[src/rtl/uart_tx_fifo_if.sv]
// uart_tx_fifo_if: core-side write port and status of the UART transmitter.
// Latency: none, wires only.
// Backpressure: full and overflow report back to the writer; the writer owns wr_en/data_in.
interface uart_tx_fifo_if #(
  parameter int FIFO_DEPTH_LOG = 4
);
  logic                      wr_en;
  logic [7:0]                data_in;
  logic                      full;
  logic [FIFO_DEPTH_LOG:0]   fifo_count;
  logic                      busy;
  logic                      overflow;

  // core side: pushes bytes and watches status
  modport master (
    output wr_en, data_in,
    input  full, fifo_count, busy, overflow
  );

  // transmitter side
  modport slave (
    input  wr_en, data_in,
    output full, fifo_count, busy, overflow
  );
endinterface

[src/rtl/uart_tx_fifo.sv]
// uart_tx_fifo: byte FIFO feeding an 8N1 serialiser on UART_TX; UART_TX_PARITY_EN adds an even parity bit.
// Latency: UART_TX falls one cycle after a write into an empty idle block; a frame is 10 (11 with parity) bit periods.
// Backpressure: full is registered; writes while full are dropped and set the sticky overflow flag.
module uart_tx_fifo #(
  parameter int CLK_PER_BIT    = 271,
  parameter int FIFO_DEPTH_LOG = 4
) (
  input  logic          CLK,
  input  logic          RST_N,
  uart_tx_fifo_if.slave bus,
  output logic          UART_TX
);

  localparam int                      DEPTH     = 1 << FIFO_DEPTH_LOG;
  localparam logic [15:0]             BAUD_LAST = 16'(CLK_PER_BIT - 1);
  localparam logic [FIFO_DEPTH_LOG:0] FULL_CNT  = {1'b1, {FIFO_DEPTH_LOG{1'b0}}};
  localparam logic [FIFO_DEPTH_LOG:0] PTR_ONE   = {{FIFO_DEPTH_LOG{1'b0}}, 1'b1};

  localparam logic [2:0] S_IDLE   = 3'd0;
  localparam logic [2:0] S_START  = 3'd1;
  localparam logic [2:0] S_DATA   = 3'd2;
  localparam logic [2:0] S_STOP   = 3'd3;
`ifdef UART_TX_PARITY_EN
  localparam logic [2:0] S_PARITY = 3'd4;
`endif

  logic [7:0]                mem [DEPTH];
  logic [FIFO_DEPTH_LOG:0]   wr_ptr;
  logic [FIFO_DEPTH_LOG:0]   rd_ptr;
  logic [FIFO_DEPTH_LOG:0]   count;
  logic [FIFO_DEPTH_LOG:0]   count_nxt;
  logic [7:0]                head;
  logic                      full_q;
  logic                      ovf_q;
  logic                      empty;
  logic                      push;
  logic                      pop;
  logic                      bit_done;

  logic [2:0]                state;
  logic [15:0]               baud;
  logic [2:0]                bit_idx;
  logic [7:0]                shift;
  logic                      tx_q;
`ifdef UART_TX_PARITY_EN
  logic                      parity;
`endif

  // Pointers are one bit wider than the address, so their difference is the occupancy
  assign count     = wr_ptr - rd_ptr;
  assign empty     = (count == '0);
  assign head      = mem[rd_ptr[FIFO_DEPTH_LOG-1:0]];
  assign push      = bus.wr_en & ~full_q;
  assign bit_done  = (baud == BAUD_LAST);
  // Pop from IDLE, or at the end of a stop bit so frames run back to back
  assign pop       = ~empty & ((state == S_IDLE) | ((state == S_STOP) & bit_done));
  assign count_nxt = count + {{FIFO_DEPTH_LOG{1'b0}}, push} - {{FIFO_DEPTH_LOG{1'b0}}, pop};

  assign bus.full       = full_q;
  assign bus.overflow   = ovf_q;
  assign bus.fifo_count = count;
  assign bus.busy       = (state != S_IDLE) | ~empty;
  assign UART_TX        = tx_q;

  // FIFO storage, written on accepted pushes only
  always_ff @(posedge CLK) begin
    if (push) begin
      mem[wr_ptr[FIFO_DEPTH_LOG-1:0]] <= bus.data_in;
    end
  end

  // FIFO pointers, registered full flag and sticky overflow
  always_ff @(posedge CLK or negedge RST_N) begin
    if (!RST_N) begin
      wr_ptr <= '0;
      rd_ptr <= '0;
      full_q <= 1'b0;
      ovf_q  <= 1'b0;
    end else begin
      if (push) begin
        wr_ptr <= wr_ptr + PTR_ONE;
      end
      if (pop) begin
        rd_ptr <= rd_ptr + PTR_ONE;
      end
      full_q <= (count_nxt == FULL_CNT);
      if (bus.wr_en && full_q) begin
        ovf_q <= 1'b1;
      end
    end
  end

  // Frame FSM; the line value for the next bit is registered on each transition
  always_ff @(posedge CLK or negedge RST_N) begin
    if (!RST_N) begin
      state   <= S_IDLE;
      baud    <= '0;
      bit_idx <= '0;
      shift   <= '0;
      tx_q    <= 1'b1;
`ifdef UART_TX_PARITY_EN
      parity  <= 1'b0;
`endif
    end else begin
      case (state)
        S_IDLE: begin
          baud <= '0;
          if (pop) begin
            shift  <= head;
`ifdef UART_TX_PARITY_EN
            parity <= ^head;
`endif
            state  <= S_START;
            tx_q   <= 1'b0;
          end else begin
            tx_q   <= 1'b1;
          end
        end
        S_START: begin
          if (bit_done) begin
            baud    <= '0;
            bit_idx <= '0;
            state   <= S_DATA;
            tx_q    <= shift[0];
          end else begin
            baud    <= baud + 16'd1;
          end
        end
        S_DATA: begin
          if (bit_done) begin
            baud    <= '0;
            shift   <= {1'b0, shift[7:1]};
            bit_idx <= bit_idx + 3'd1;
            if (bit_idx == 3'd7) begin
`ifdef UART_TX_PARITY_EN
              state <= S_PARITY;
              tx_q  <= parity;
`else
              state <= S_STOP;
              tx_q  <= 1'b1;
`endif
            end else begin
              tx_q  <= shift[1];
            end
          end else begin
            baud    <= baud + 16'd1;
          end
        end
`ifdef UART_TX_PARITY_EN
        S_PARITY: begin
          if (bit_done) begin
            baud  <= '0;
            state <= S_STOP;
            tx_q  <= 1'b1;
          end else begin
            baud  <= baud + 16'd1;
          end
        end
`endif
        S_STOP: begin
          if (bit_done) begin
            baud <= '0;
            if (pop) begin
              shift  <= head;
`ifdef UART_TX_PARITY_EN
              parity <= ^head;
`endif
              state  <= S_START;
              tx_q   <= 1'b0;
            end else begin
              state  <= S_IDLE;
              tx_q   <= 1'b1;
            end
          end else begin
            baud <= baud + 16'd1;
          end
        end
        default: begin
          state <= S_IDLE;
          baud  <= '0;
          tx_q  <= 1'b1;
        end
      endcase
    end
  end

endmodule

[src/flat_wrapper.sv]
// flat-port wrapper written by rule: the top's interface ports become plain ports
module uart_tx_fifo_flat 
#(
  parameter int CLK_PER_BIT    = 271,
  parameter int FIFO_DEPTH_LOG = 4
)
  (CLK, RST_N, UART_TX, bus_wr_en, bus_data_in, bus_full, bus_fifo_count, bus_busy, bus_overflow);
  uart_tx_fifo_if #(.FIFO_DEPTH_LOG(FIFO_DEPTH_LOG)) bus_i ();
  input  logic CLK;
  input  logic RST_N;
  output logic UART_TX;
  input wire logic [$bits(bus_i.wr_en)-1:0] bus_wr_en;
  input wire logic [$bits(bus_i.data_in)-1:0] bus_data_in;
  output wire logic [$bits(bus_i.full)-1:0] bus_full;
  output wire logic [$bits(bus_i.fifo_count)-1:0] bus_fifo_count;
  output wire logic [$bits(bus_i.busy)-1:0] bus_busy;
  output wire logic [$bits(bus_i.overflow)-1:0] bus_overflow;
  assign bus_i.wr_en = bus_wr_en;
  assign bus_i.data_in = bus_data_in;
  assign bus_full = bus_i.full;
  assign bus_fifo_count = bus_i.fifo_count;
  assign bus_busy = bus_i.busy;
  assign bus_overflow = bus_i.overflow;
  uart_tx_fifo #(.CLK_PER_BIT(CLK_PER_BIT), .FIFO_DEPTH_LOG(FIFO_DEPTH_LOG)) u_core (.CLK(CLK), .RST_N(RST_N), .bus(bus_i), .UART_TX(UART_TX));
endmodule
[config.mk]
export PLATFORM = sky130hd
export DESIGN_NAME = uart_tx_fifo_flat
export DESIGN_NICKNAME = d
export VERILOG_FILES = /design/src/rtl/uart_tx_fifo_if.sv /design/src/rtl/uart_tx_fifo.sv /design/src/flat_wrapper.sv
export SDC_FILE = /design/constraint.sdc
export NUM_CORES = 1
export LEC_CHECK = 0
export ABC_AREA = 1
export BUFFER_PORTS_ARGS = -buffer_cell sky130_fd_sc_hd__buf_2
export CAP_MARGIN = 30
export CORE_MARGIN = 3
export CORE_UTILIZATION = 57
export CTS_BUF_LIST = sky130_fd_sc_hd__clkbuf_16
export CTS_CLUSTER_SIZE = 16
export DETAILED_ROUTE_END_ITERATION = 6
export GPL_TIMING_DRIVEN = 0
export PLACE_DENSITY = 0.78
export RECOVER_POWER = 100
export SLEW_MARGIN = 20
export SYNTH_ARGS = -nofsm -noshare
export SYNTH_HDL_FRONTEND = slang
export SYNTH_SLANG_ARGS = --single-unit
[constraint.sdc]
create_clock -name CLK -period 4.4 [get_ports CLK]
set_input_delay 0.44 -clock CLK [delete_from_list [all_inputs] [get_ports CLK]]
set_output_delay 0.44 -clock CLK [all_outputs]
set_load 0.01 [all_outputs]
Word level (Yosys, flattened, before mapping)
Memory sizes are Yosys's and may differ from the RTL's.
Cells that the tools add are included.
{ "word_totals": {"memories": 1, "elab_cells": 70, "regBits": 43, "out_inout_bits": 9, "ram_bits": 128, "in_bits": 11} }
{ "op_classes": {"bitwise": 7, "reduce_logical": 11, "n_eq_ne": 11, "mux": 24, "add_sub_neg": 7} }
{ "mem_list": {"columns": ["name", "depth", "width", "rd", "rd_ports_with_merged_regs", "write_ports", "line_no", "rtl"], "rows": [
  ["u_core.mem", 16, 8, 1, 0, 1, "uart_tx_fifo.sv:27", "logic [7:0] mem [DEPTH];"]
]} }
{ "ops": {"columns": ["operator", "count"], "rows": [
  ["$mux W16", 2],
  ["$mux W8", 3],
  ["$pmux W8 S3", 1],
  ["$mux W3", 7],
  ["$add A16 B1 Y16 const B", 1],
  ["$eq A16 B9 Y1 const B", 1],
  ["$pmux W3 S4", 1],
  ["$add A5 B1 Y5 const B", 2],
  ["$ne A2 B1 Y1 const B", 5],
  ["$reduce_and A3 Y1", 3],
  ["$mux W1", 8],
  ["$eq A3 B2 Y1 const B", 2],
  ["$pmux W3 S2", 1],
  ["$reduce_bool A3 Y1", 2],
  ["$add A5 B1 Y5", 1],
  ["$eq A5 B5 Y1 const B", 1],
  ["$logic_not A5 Y1", 1],
  ["$reduce_and A5 Y1", 1],
  ["$sub A5 B1 Y5", 1],
  ["$sub A5 B5 Y5", 1],
  ["$pmux W1 S4", 1],
  ["$add A3 B1 Y3 const B", 1],
  ["$and A1 B1 Y1", 3],
  ["$eq A3 B1 Y1 const B", 1],
  ["other kinds (7)", 9]
]} }

Longest topological paths before layout
Gate-level depths: netlist of run 1.
{ "logic_depth": {"word_depth": 7, "ltp_mapped": 25, "ltp_nobuf": 23} }

Worst setup path after synthesis of run 1
No wires, ideal clock.
{ "synth_timing": {"path_type": "reg2reg", "startpoint": "register u_core.rd_ptr[1]", "endpoint": "register u_core.full_q, in the netlist u_core.bus.full", "required_time_ns": 4.279, "setup_ns": 0.121, "path_slack_ns": 0.881, "n_path_buf": 2, "t_arrival_ns": 3.398, "stages_incl_launch_ff": 26, "synth_period_minus_slack_ns": 3.519, "cell_sequence": "dfrtp_1 buf_4 inv_2 buf_2 ha_1 nand2_1 o21ai_0 xor2_1 inv_1 ha_1 nand2_1 nor2_1 nand3_1 nand2_2 inv_1 nand2_1 nand2_1 ha_1 fa_1 nand2_1 nand2_1 a21oi_1 nand3b_1 nand2_1 nand2_1 a21oi_1"} }
{ "synth_between": {"elab_chain_len": 6, "elab_cells_between_ends": 7, "cone_classes": "3 x add/sub; 1 x eq/ne; 2 x bitwise; 1 x reduce/logical"} }
{ "synth_lines": {"columns": ["element", "line_no", "rtl"], "rows": [
  ["from (decl)", "uart_tx_fifo.sv:29", "logic [FIFO_DEPTH_LOG:0] rd_ptr;"],
  ["from (signal assigned)", "uart_tx_fifo.sv:84", "rd_ptr <= rd_ptr + PTR_ONE;"],
  ["$sub A5 B5 Y5 (*)", "uart_tx_fifo.sv:50", "assign count = wr_ptr - rd_ptr;"],
  ["via bus_fifo_count[3]", "flat_wrapper.sv:15", "output wire logic [$bits(bus_i.fifo_count)-1:0] bus_fifo_count;"],
  ["parallel branches: the longest is 3 deep, another holds $add A5 B1 Y5", null, null],
  ["$sub A5 B1 Y5 (*)", "uart_tx_fifo.sv:57", "assign count_nxt = count + {{FIFO_DEPTH_LOG{1'b0}}, push} - {{FIFO_DEPTH_LOG{1'b0}}, pop};"],
  ["$eq A5 B5 Y1 (*)", "uart_tx_fifo.sv:86", "full_q <= (count_nxt == FULL_CNT);"],
  ["to (signal assigned)", "uart_tx_fifo.sv:86", null],
  ["to (decl)", "uart_tx_fifo.sv:33", "logic full_q;"]
]} }
Mark *: on every way through the listed nets, which the timed path passes.
A chain may end at the register's enable or synchronous reset.

Worst setup path after layout of run 1
{ "layout_timing": {"startpoint": "register u_core.rd_ptr[1]", "endpoint": "register u_core.full_q, in the netlist u_core.bus.full"} }
{ "layout_between": {"elab_chain_len": 6, "elab_cells_between_ends": 7, "cone_classes": "3 x add/sub; 1 x eq/ne; 2 x bitwise; 1 x reduce/logical"} }
{ "layout_lines": {"columns": ["element", "line_no"], "rows": [
  ["$sub A5 B5 Y5 (*)", "uart_tx_fifo.sv:50"],
  ["parallel branches: the longest is 3 deep, another holds $add A5 B1 Y5", null],
  ["$sub A5 B1 Y5 (*)", "uart_tx_fifo.sv:57"],
  ["$eq A5 B5 Y1 (*)", "uart_tx_fifo.sv:86"]
]} }
Every way passes the cells marked *.

==> qor.txt, run 1 <==
status: finished clean
critical path arrival: 4.33 ns
switching share of total power: 0.301
wire per inst: 15.0 um
Hold Crit Start: bus_wr_en
I/O Buffers: 19
FF-to-FF Start: u_core.rd_ptr[1]
most frequent cells after synthesis: nand2_1, inv_1, edfxtp_1
CTS buffer count: 17
Avg Cell Area, Syn: 9.13 sq um
DRT iter0 DRCs: 427
Worst Setup SP: u_core.rd_ptr[1]
MaxCap Viol Count: 0
Worst Path Max Fanout: 10
first-pass GRT wire length: 27900 um
total gr overflow: 0
Synth async-reset ratio: 0.247
WP data required: 4.72 ns
Sw Pwr: 1.27 mW
power per cell area: 462 nW/um^2
largest net degree at the start of global routing: 43
Ant. Diodes: 0
Gate power share: 0.193
crit share post-route: 0.910
ys flop type: edfxtp_1
final hold slack: 0.228 ns
die area: 16000 sq um
most common cell in the synthesized netlist: nand2_1
largest cells by area after synthesis: edfxtp_1, dfrtp_1, nand2_1, inv_1, nand3_1
Final Hold Viols: 0
HPWL after detailed placement: 11500 um
die span in x: 126 um
post-synth top area share: 0.465
post-synth net total: 941
num rows: 43
fmax: 250 MHz
Int Pwr: 2.96 mW
cell count after synthesis: 905
Yosys Warn Count: 0
Tmin final: 4.01 ns
initial antenna violation count: 0
CP endpoint kind: flop
Peak VDD IR: 0.385 mV
clock network power share: 0.352
RD Place Congestion: 0.889
Hold Crit Class: input port to flop
vias in the first global route: 5648
number of vias per cell: 5.10
Setup Skew: 0.00716 ns
router iterations before antenna repair: 4
Initial Util: 0.589
Mapped Area: 8260 sq um
Lkg Pwr: 4.25 nW
clock root cell: clkbuf_16
Setup Buffers After CTS: 0
Slew HR: 0.0403
DRC: 0
Routed Antenna Nets: 0
Die Y: 126 um
Nets: 982
Seq/Total Area, Yosys: 0.592
number of unique standard cell types used by synthesis: 35
latest clock arrival within the worst-skew pair: 0.43 ns
setup TNS: 0 ns
Sink Count: 170
clock buffer depth: 2
Area Growth Syn to Fin: 10.9%
Reg clk slew, reported paths: 0.07 ns
total number of vias: 5811
CTS tree: done
startpoint types: flop
Detailed Route WL: 17100 um
cell taking the most area after synthesis: edfxtp_1
RSZ-0062 raised after global routing: false
endpoints failing setup: 0
Final Max Tran Viols: 0
EDFF count, synth: 128
measured slew at the worst slew-check pin: 1.44 ns
Core Footprint: 14000 sq um
crit path kind: flop to flop
Yosys reg bits: 170
fraction of layout cells with a size suffix above 1: 0.0647
I/O Pins: 20
Total GRT Usage: 0.225
Seq pwr share: 0.455
H-tree Lvls: 4
-- critical path: stages, from the launching register on --
cell	delay [ns]
dfrtp_1	0.42
buf_4	0.19
inv_2	0.11
buf_2	0.25
ha_1	0.27
nand2_1	0.06
o21ai_0	0.09
xor2_1	0.18
inv_1	0.12
ha_1	0.15
nand2_1	0.05
nor2_1	0.09
nand3_1	0.14
nand2_4	0.17
inv_1	0.14
nand2_1	0.15
nand2_1	0.07
ha_1	0.20
fa_1	0.40
nand2_1	0.08
nand2_1	0.05
a21oi_1	0.18
nand3b_1	0.16
nand2_1	0.06
nand2_1	0.05
a21oi_1	0.06
-- final timing paths --
check	slack, ns	cells after the start	endpoint
max reg2reg	0.39	25	u_core.bus.full
max	0.39	25	u_core.bus.full
max in group asynchronous	2.01	3	u_core.wr_ptr[3]
min in group asynchronous	0.61	2	u_core.shift[7]
min reg2reg	0.46	1	u_core.bus.overflow
min	0.23	2	u_core.bus.overflow
-- power by group through the flow --
stage / registers (mW) / clock network [mW] / logic, mW
final: 1.93 / 1.49 / 0.818
after global routing: 1.94 / 1.58 / 0.942
after floorplan: 1.95 / 0 / 0.592
after detailed placement: 1.96 / 0 / 0.819
after CTS: 1.93 / 1.50 / 0.823
after global placement: 1.96 / 0 / 0.787
-- final cells by class --
type	instances	area (sq um)
tap	180	225
buffer	27	154
fill	1093	4880
inverter	150	567
clock inverter	15	178
clock buffer	17	425
timing repair buffer	22	92.6
sequential	170	4900
multi-input combinational	558	2630
-- layout by cell type (no fill, tap or decap), drive strengths merged, types with 2 or more instances in the layout --
cell type / netlist / routed
nand2: 273 / 273
inv: 147 / 154
edfxtp: 128 / 128
nor2: 108 / 108
nand3: 84 / 84
dfrtp: 41 / 41
clkbuf: 5 / 41
buf: 22 / 24
ha: 23 / 23
a21oi: 16 / 16
xor2: 14 / 14
o21ai: 9 / 9
nor3: 9 / 9
clkinv: 3 / 7
nand4: 5 / 5
nand3b: 3 / 3
xnor2: 3 / 3
clkinvlp: 0 / 3
nor4: 3 / 3
nor3b: 2 / 2
fa: 2 / 2
-- through the flow --
step / instance area [sq um] / utilization / power, mW / std cells / worst slack [ns]
global placement: 8580 / 0.611 / 2.74 / 1104 / 0.415
CTS: 9190 / 0.654 / 4.25 / 1136 / 0.307
finish: 9160 / 0.652 / 4.23 / 1139 / 0.395
global route: 9160 / 0.652 / 4.46 / 1139 / 0.0263
detailed placement: 8580 / 0.611 / 2.78 / 1104 / 0.319
floorplan: 8260 / - / 2.54 / 905 / 0.881
-- state kept, by name, indices dropped and copies added (netlist names) --
register             count
u_core.rd_ptr            5
u_core.bus.overflow      1
u_core.UART_TX           1
u_core.bit_idx           3
u_core.wr_ptr            5
u_core.mem             128
u_core.shift             8
u_core.baud             16
u_core.state             2
u_core.bus.full          1
-- kinds of logic after synthesis --
| family | after synthesis | share of synthesized area |
|---|---|---|
| and+or+nand+nor | 489 | 0.245 |
| buffers and inverters | 177 | 0.0871 |
| DFF | 170 | 0.592 |
| AOI/OAI and AO/OA | 27 | 0.0183 |
| adders and majority gates | 25 | 0.0397 |
| xor gates and xnor gates | 17 | 0.0180 |
-- metal layers --
layer  vias up  GRT usage  share of wire
li1       2940          -              -
met2       177      0.381           0.50
met3        35     0.0463          0.059
met5         -          0              0
met1      2659      0.286           0.42
met4         0     0.0858          0.026
-- what timing repair did --
action	CTS	global route
hold buffers	0	1
resized for setup	0	2
endpoints found under the setup margin	0	1
endpoints found under the hold margin	0	14
No activity file was read; power rests on OpenSTA's default activity.
==> run 2, diff against run 1 <==
--- a/config.mk
+++ b/config.mk
@@ -5,7 +5,7 @@
 export SDC_FILE = /design/constraint.sdc
 export NUM_CORES = 1
 export LEC_CHECK = 0
-export ABC_AREA = 1
+export ABC_AREA = 0
 export BUFFER_PORTS_ARGS = -buffer_cell sky130_fd_sc_hd__buf_2
 export CAP_MARGIN = 30
 export CORE_MARGIN = 3
==> constraint.sdc (replaced) <==
create_clock -name CLK -period 4.4 [get_ports CLK]
set_input_delay 1.32 -clock CLK [delete_from_list [all_inputs] [get_ports CLK]]
set_output_delay 1.32 -clock CLK [all_outputs]
set_load 0.01 [all_outputs]
==> qor.txt, run 2 <==
status: finished, violations left
violated checks: max-capacitance violations
crit path kind: flop to output port
I/O Pins: 20 (unchanged)
post-synth net total: 546 (-42%)
HPWL after detailed placement: 9560 um (-17%)
total number of vias: 4286 (-26%)
Seq/Total Area, Yosys: 0.659 (+0.0669)
Die Y: 120 um (-5.0%)
Sink Count: 170 (unchanged)
Buf/Inv on CP: 4 (-1)
DRT iter0 DRCs: 300 (-30%)
number of unique standard cell types used by synthesis: 49 (+40%)
Worst Hold Path EP: u_core.bus.overflow
CTS Hold Buffers Added: 0 (unchanged)
post-synth top area share: 0.518 (+0.0525)
Worst Reg-to-Reg Cells: 18 (-28%)
FF-to-FF Start: u_core.rd_ptr[2]
most common cell in the synthesized netlist: edfxtp_1
WP data required: 3.08 ns (-1.64 ns)
Nets: 587 (-40%)
critical path arrival: 2.91 ns (-1.42 ns)
Mapped Area: 7430 sq um (-10%)
startpoint types: flop
Ant. Diodes: 0 (unchanged)
Detailed Route WL: 14500 um (-15%)
worst hold path depth: 1 (-1)
Hold Crit Class: flop to flop
final hold slack: 0.457 ns (+0.229 ns)
Hold Crit Start: u_core.bus.overflow
critical path's top delay family: buffers and inverters
CP cell instances: buf_2 -> inv_1 -> ha_1 -> a21oi_1 -> xnor2_1 -> inv_1 -> ha_1 -> nand2_1 -> or3_1 -> mux2i_4 -> nand2_1 -> buf_2
reg2reg end: u_core.bus.full
commonest cells after routing, fill and taps aside: edfxtp_1, nor2_1, nand2_1
Yosys Warn Count: 0 (unchanged)
reg2reg setup slack: 0.36 ns (-0.03 ns)
cell count after synthesis: 510 (-44%)
Final Max Tran Viols: 0 (unchanged)
DRC: 0 (unchanged)
Peak VDD IR: 0.422 mV (+9.7%)
router iterations before antenna repair: 5 (+1)
Core Footprint: 12700 sq um (-9.8%)
setup ws final: 0.167 ns (-0.228 ns)
CTS tree: done
latest clock arrival within the worst-skew pair: 0.43 ns (about the same)
total gr overflow: 0 (unchanged)
measured slew at the worst slew-check pin: 1.47 ns (+0.0351 ns)
most common cell after layout, fill and taps aside: edfxtp_1
RD Place Congestion: 0.821 (-7.6%)
wire per inst: 19.7 um (+32%)
I/O Buffers: 19 (unchanged)
Avg Cell Area, Syn: 14.6 sq um (+59%)
Area Growth Syn to Fin: 11.8%
Initial Util: 0.586 (-0.00247)
Setup Skew: 0.00909 ns (+0.00193 ns)
cell taking the most area after synthesis: edfxtp_1
crit share post-route: 0.962 (+0.0518)
Reg clk slew, reported paths: 0.07 ns (about the same)
Slew HR: 0.00941 (-0.0309)
H-tree Lvls: 4 (unchanged)
num rows: 41 (-4.7%)
Layout Utilization: 0.655 (+0.00248)
clock buffer depth: 2 (unchanged)
largest net degree at the start of global routing: 43 (unchanged)
initial antenna violation count: 0 (unchanged)
Tmin final: 4.23 ns (+0.228 ns)
Synth async-reset ratio: 0.247 (unchanged)
Lkg Pwr: 3.07 nW (-28%)
die span in x: 120 um (-5.0%)
largest cells by area after synthesis: edfxtp_1, dfrtp_1, mux4_2, mux2i_1, ha_1
first-pass GRT wire length: 22800 um (-18%)
fmax: 236 MHz (-5.4%)
CP endpoint kind: output port
clock root cell: clkbuf_16
Worst Path Max Fanout: 8 (-2)
Crit path depth: 12 (-52%)
number of vias per cell: 5.83 (+14%)
ys flop type: edfxtp_1
Final Hold Viols: 0 (unchanged)
vias in the first global route: 4412 (-22%)
power per cell area: 727 nW/um^2 (+57%)
MaxCap Viol Count: 1 (+1)
EDFF count, synth: 128 (unchanged)
CTS buffer count: 17 (unchanged)
Max stage delay on crit path: 0.38 ns (-0.04 ns)
slowest CP cell: or3_1
Total GRT Usage: 0.212 (-0.0129)
most frequent cells after synthesis: edfxtp_1, nor2_1, nand2_1
pre-CTS setup slack: 0.127 ns (-0.191 ns)
Routed Antenna Nets: 0 (unchanged)
number of flip-flops in the largest register: 128 (unchanged)
endpoints failing setup: 0 (unchanged)
die area: 14400 sq um (-9.7%)
fraction of layout cells with a size suffix above 1: 0.131 (+0.0668)
Yosys reg bits: 170 (unchanged)
-- run 2: repair_timing --
item,in CTS,in global routing
setup endpoints to repair,1,2
buffers inserted,0,2
resized for setup,1,2
-- run 2: cell type report --
type | count | area, sq um
sequential | 170 | 4900
fill | 896 | 4370
multi-input combinational | 304 | 2360
clock buffer | 17 | 425
tap | 172 | 215
clock inverter | 14 | 135
buffer | 21 | 116
timing repair buffer | 23 | 100
inverter | 14 | 52.6
-- run 2: cell families after synthesis --
kind of cell	after synthesis	share of synthesized area
DFF	170	0.659
adders and majority gates	25	0.0441
AOI/OAI and AO/OA	63	0.0564
muxes	53	0.0969
buffers and inverters	36	0.0239
xor gates and xnor gates	30	0.0372
and+or+nand+nor	133	0.0821
-- run 2: metrics by stage --
stage,cell area [sq um],setup TNS (ns),std cells,total power [mW]
CTS,8320,0,732,6.03
global placement,7740,0,701,4.49
floorplan,7430,0,510,3.97
finish,8300,0,735,6.03
detailed placement,7760,0,701,4.59
global route,8300,-0.0398,735,6.40
-- run 2: worst max-delay path by stage --
stage | endpoint | slack (ns) | from
floorplan | u_core.bus.full | 0.64 | u_core.rd_ptr[1]
global placement | u_core.bus.full | 0.25 | u_core.rd_ptr[1]
detailed placement | u_core.bus.full | 0.13 | u_core.rd_ptr[1]
CTS | bus_busy | 0.02 | u_core.rd_ptr[3]
global route | bus_busy | -0.04 | u_core.rd_ptr[2]
finish | bus_busy | 0.17 | u_core.rd_ptr[2]
-- run 2: worst reg2reg max path, delay by kind of cell, from the launching register on --
family | cells | cell delay (ns)
adders and majority gates | 3 | 0.88
xor gates and xnor gates | 2 | 0.27
buffers and inverters | 3 | 0.44
AOI/OAI and AO/OA | 3 | 0.52
muxes | 1 | 0.10
DFF | 1 | 0.31
and+or+nand+nor | 6 | 1.44
-- run 2: power breakdown --
group / switching [mW] / internal, mW
logic: 1.42 / 1.09
clock network: 0.622 / 0.786
registers: 0.131 / 1.98
-- run 2: routing by layer --
metal	vias up	wire, um	GRT usage	part of all wire
met3	32	777	0.0570	0.054
met2	135	7240	0.348	0.50
li1	1968	-	-	-
met4	0	393	0.0923	0.027
met1	2151	6080	0.266	0.42
met5	-	0	0	0
==> run 3, diff against run 2 <==
==> constraint.sdc (replaced) <==
create_clock -name CLK -period 4.4 [get_ports CLK]
set_input_delay 0.22 -clock CLK [delete_from_list [all_inputs] [get_ports CLK]]
set_output_delay 0.22 -clock CLK [all_outputs]
set_load 0.01 [all_outputs]
==> qor.txt, run 3 (same netlist as run 2, synthesis figures left out) <==
total gr overflow: 0 (unchanged)
latest clock arrival within the worst-skew pair: 0.43 ns (about the same)
RD Place Congestion: 0.821 (unchanged)
I/O Buffers: 19 (unchanged)
number of flip-flops in the largest register: 128 (unchanged)
fmax: 242 MHz (+2.5%)
Total GRT Usage: 0.212 (unchanged)
reg2reg setup slack: 0.27 ns (-0.09 ns)
FILL cells: 903 (+0.78%)
startpoint types: flop
Die Y: 120 um (unchanged)
Detailed Route WL: 14600 um (+0.40%)
Ant. Diodes: 0 (unchanged)
status: finished clean
commonest cells after routing, fill and taps aside: edfxtp_1, nor2_1, nand2_1
Max stage delay on crit path: 0.41 ns (+0.03 ns)
WP data required: 4.76 ns (+1.68 ns)
worst hold path depth: 1 (unchanged)
RSZ-0062 raised after global routing: false
critical path arrival: 4.49 ns (+1.58 ns)
num rows: 41 (unchanged)
slowest CP cell: fa_1
Lkg Pwr: 3.06 nW (-0.20%)
most common cell after layout, fill and taps aside: edfxtp_1
clock root cell: clkbuf_16
HPWL after detailed placement: 9560 um (unchanged)
Final Max Tran Viols: 0 (unchanged)
number of vias per cell: 5.88 (+0.82%)
Area Growth Syn to Fin: 11.7% (about the same)
endpoints failing setup: 0 (unchanged)
initial antenna violation count: 0 (unchanged)
Hold Crit Class: input port to flop
Peak VDD IR: 0.423 mV (about the same)
Setup Skew: 0.00975 ns (+0.000655 ns)
MaxCap Viol Count: 0 (-1)
die area: 14400 sq um (unchanged)
Hold Crit Start: bus_data_in[0]
crit share post-route: 0.938 (-0.0239)
Nets: 589 (+0.34%)
Routed Antenna Nets: 0 (unchanged)
CP endpoint kind: flop
power per cell area: 722 nW/um^2 (-0.61%)
CTS tree: done
design area: 8300 sq um (about the same)
DRT iter0 DRCs: 318 (+6.0%)
Worst Reg-to-Reg Cells: 15 (-3)
Worst Hold Path EP: u_core.mem[3][0]
CP cell instances: inv_1 -> ha_1 -> fa_1 -> xor2_1 -> ha_1 -> nand2_1 -> or3_1 -> mux2i_2 -> nor2_2 -> xnor2_1 -> ha_1 -> fa_1 -> xor2_1 -> or4_1 -> nor2_1
CTS buffer count: 17 (unchanged)
wire per inst: 19.7 um (+0.13%)
total number of vias: 4333 (+1.1%)
measured slew at the worst slew-check pin: 1.43 ns (-0.0477 ns)
Layout Utilization: 0.655 (about the same)
clock buffer depth: 2 (unchanged)
die span in x: 120 um (unchanged)
reg2reg end: u_core.bus.full
router iterations before antenna repair: 5 (unchanged)
setup TNS: 0 ns (unchanged)
Slew HR: 0.0414 (+0.0320)
fraction of layout cells with a size suffix above 1: 0.120 (-0.0111)
Worst Path Max Fanout: 10 (+2)
Buf/Inv on CP: 1 (-3)
Final Hold Viols: 0 (unchanged)
largest net degree at the start of global routing: 43 (unchanged)
vias in the first global route: 4412 (unchanged)
H-tree Lvls: 4 (unchanged)
critical path's top delay family: adder cells
Core Footprint: 12700 sq um (unchanged)
DRC: 0 (unchanged)
Reg clk slew, reported paths: 0.07 ns (about the same)
Sink Count: 170 (unchanged)
Cell Area, Placed: 7760 sq um (unchanged)
Initial Util: 0.586 (unchanged)
crit path kind: flop to flop
FF-to-FF Start: u_core.wr_ptr[0]
I/O Pins: 20 (unchanged)
first-pass GRT wire length: 22800 um (unchanged)
most used cell along the critical path: ha_1
Tmin final: 4.13 ns (-0.105 ns)
-- run 3: cell types whose count changed in the layout (fill, tap and decap cells not counted) --
cell / change
xor2_1: +1
xor2_2: -1
mux2i_2: +1
buf_2: -5
clkbuf_1: +5
mux2i_4: -1
dlygate4sd3_1: +2
-- run 3: layout make-up --
| class | count | area (sq um) | share of cell area |
|---|---|---|---|
| clock inverter | 14 | 135 | 0.0163 |
| sequential | 170 | 4900 | 0.590 |
| clock buffer | 17 | 425 | 0.0513 |
| buffer | 21 | 116 | 0.0140 |
| inverter | 14 | 52.6 | 0.00633 |
| tap | 172 | 215 | 0.0259 |
| multi-input combinational | 304 | 2340 | 0.282 |
| timing repair buffer | 25 | 114 | 0.0137 |
-- run 3: stage by stage --
step / cells / hold slack, ns / worst slack, ns / power, mW
4_1_cts: 734 / 0.157 / 0.0951 / 6.03
3_3_place_gp: 701 / 0.418 / 0.245 / 4.49
2_1_floorplan: 510 / -0.0756 / 0.638 / 3.97
3_5_place_dp: 701 / 0.428 / 0.127 / 4.59
5_1_grt: 737 / 0.338 / 0.00954 / 6.36
6_report: 737 / 0.300 / 0.272 / 5.99
-- run 3: worst max path at each step --
stage	from	to	slack (ns)	cells past startpoint
2_1_floorplan	u_core.rd_ptr[1]	u_core.bus.full	0.64	17
3_3_place_gp	u_core.rd_ptr[1]	u_core.bus.full	0.25	17
3_5_place_dp	u_core.rd_ptr[1]	u_core.bus.full	0.13	17
4_1_cts	u_core.rd_ptr[1]	u_core.bus.full	0.1	17
5_1_grt	u_core.wr_ptr[0]	u_core.bus.full	0.01	15
6_report	u_core.wr_ptr[0]	u_core.bus.full	0.27	15
-- run 3: what timing repair did --
item	CTS	global route
endpoints found under the hold margin	42	0
setup endpoints to repair	0	1
buffers inserted	0	2
gates resized for setup	0	1
hold buffers	2	0
-- run 3: report_power, final --
part / internal (mW) / switching [mW] / leakage, nW
clock network: 0.786 / 0.627 / 0.262
logic: 1.06 / 1.41 / 1.11
registers: 1.98 / 0.131 / 1.69
-- run 3: layer usage --
layer | vias to the layer above | GRT usage | wire, um
met5 | - | 0 | 0
met4 | 0 | 0.0923 | 412
met3 | 34 | 0.0570 | 878
met2 | 151 | 0.348 | 7260
met1 | 2178 | 0.266 | 5990
li1 | 1970 | - | -
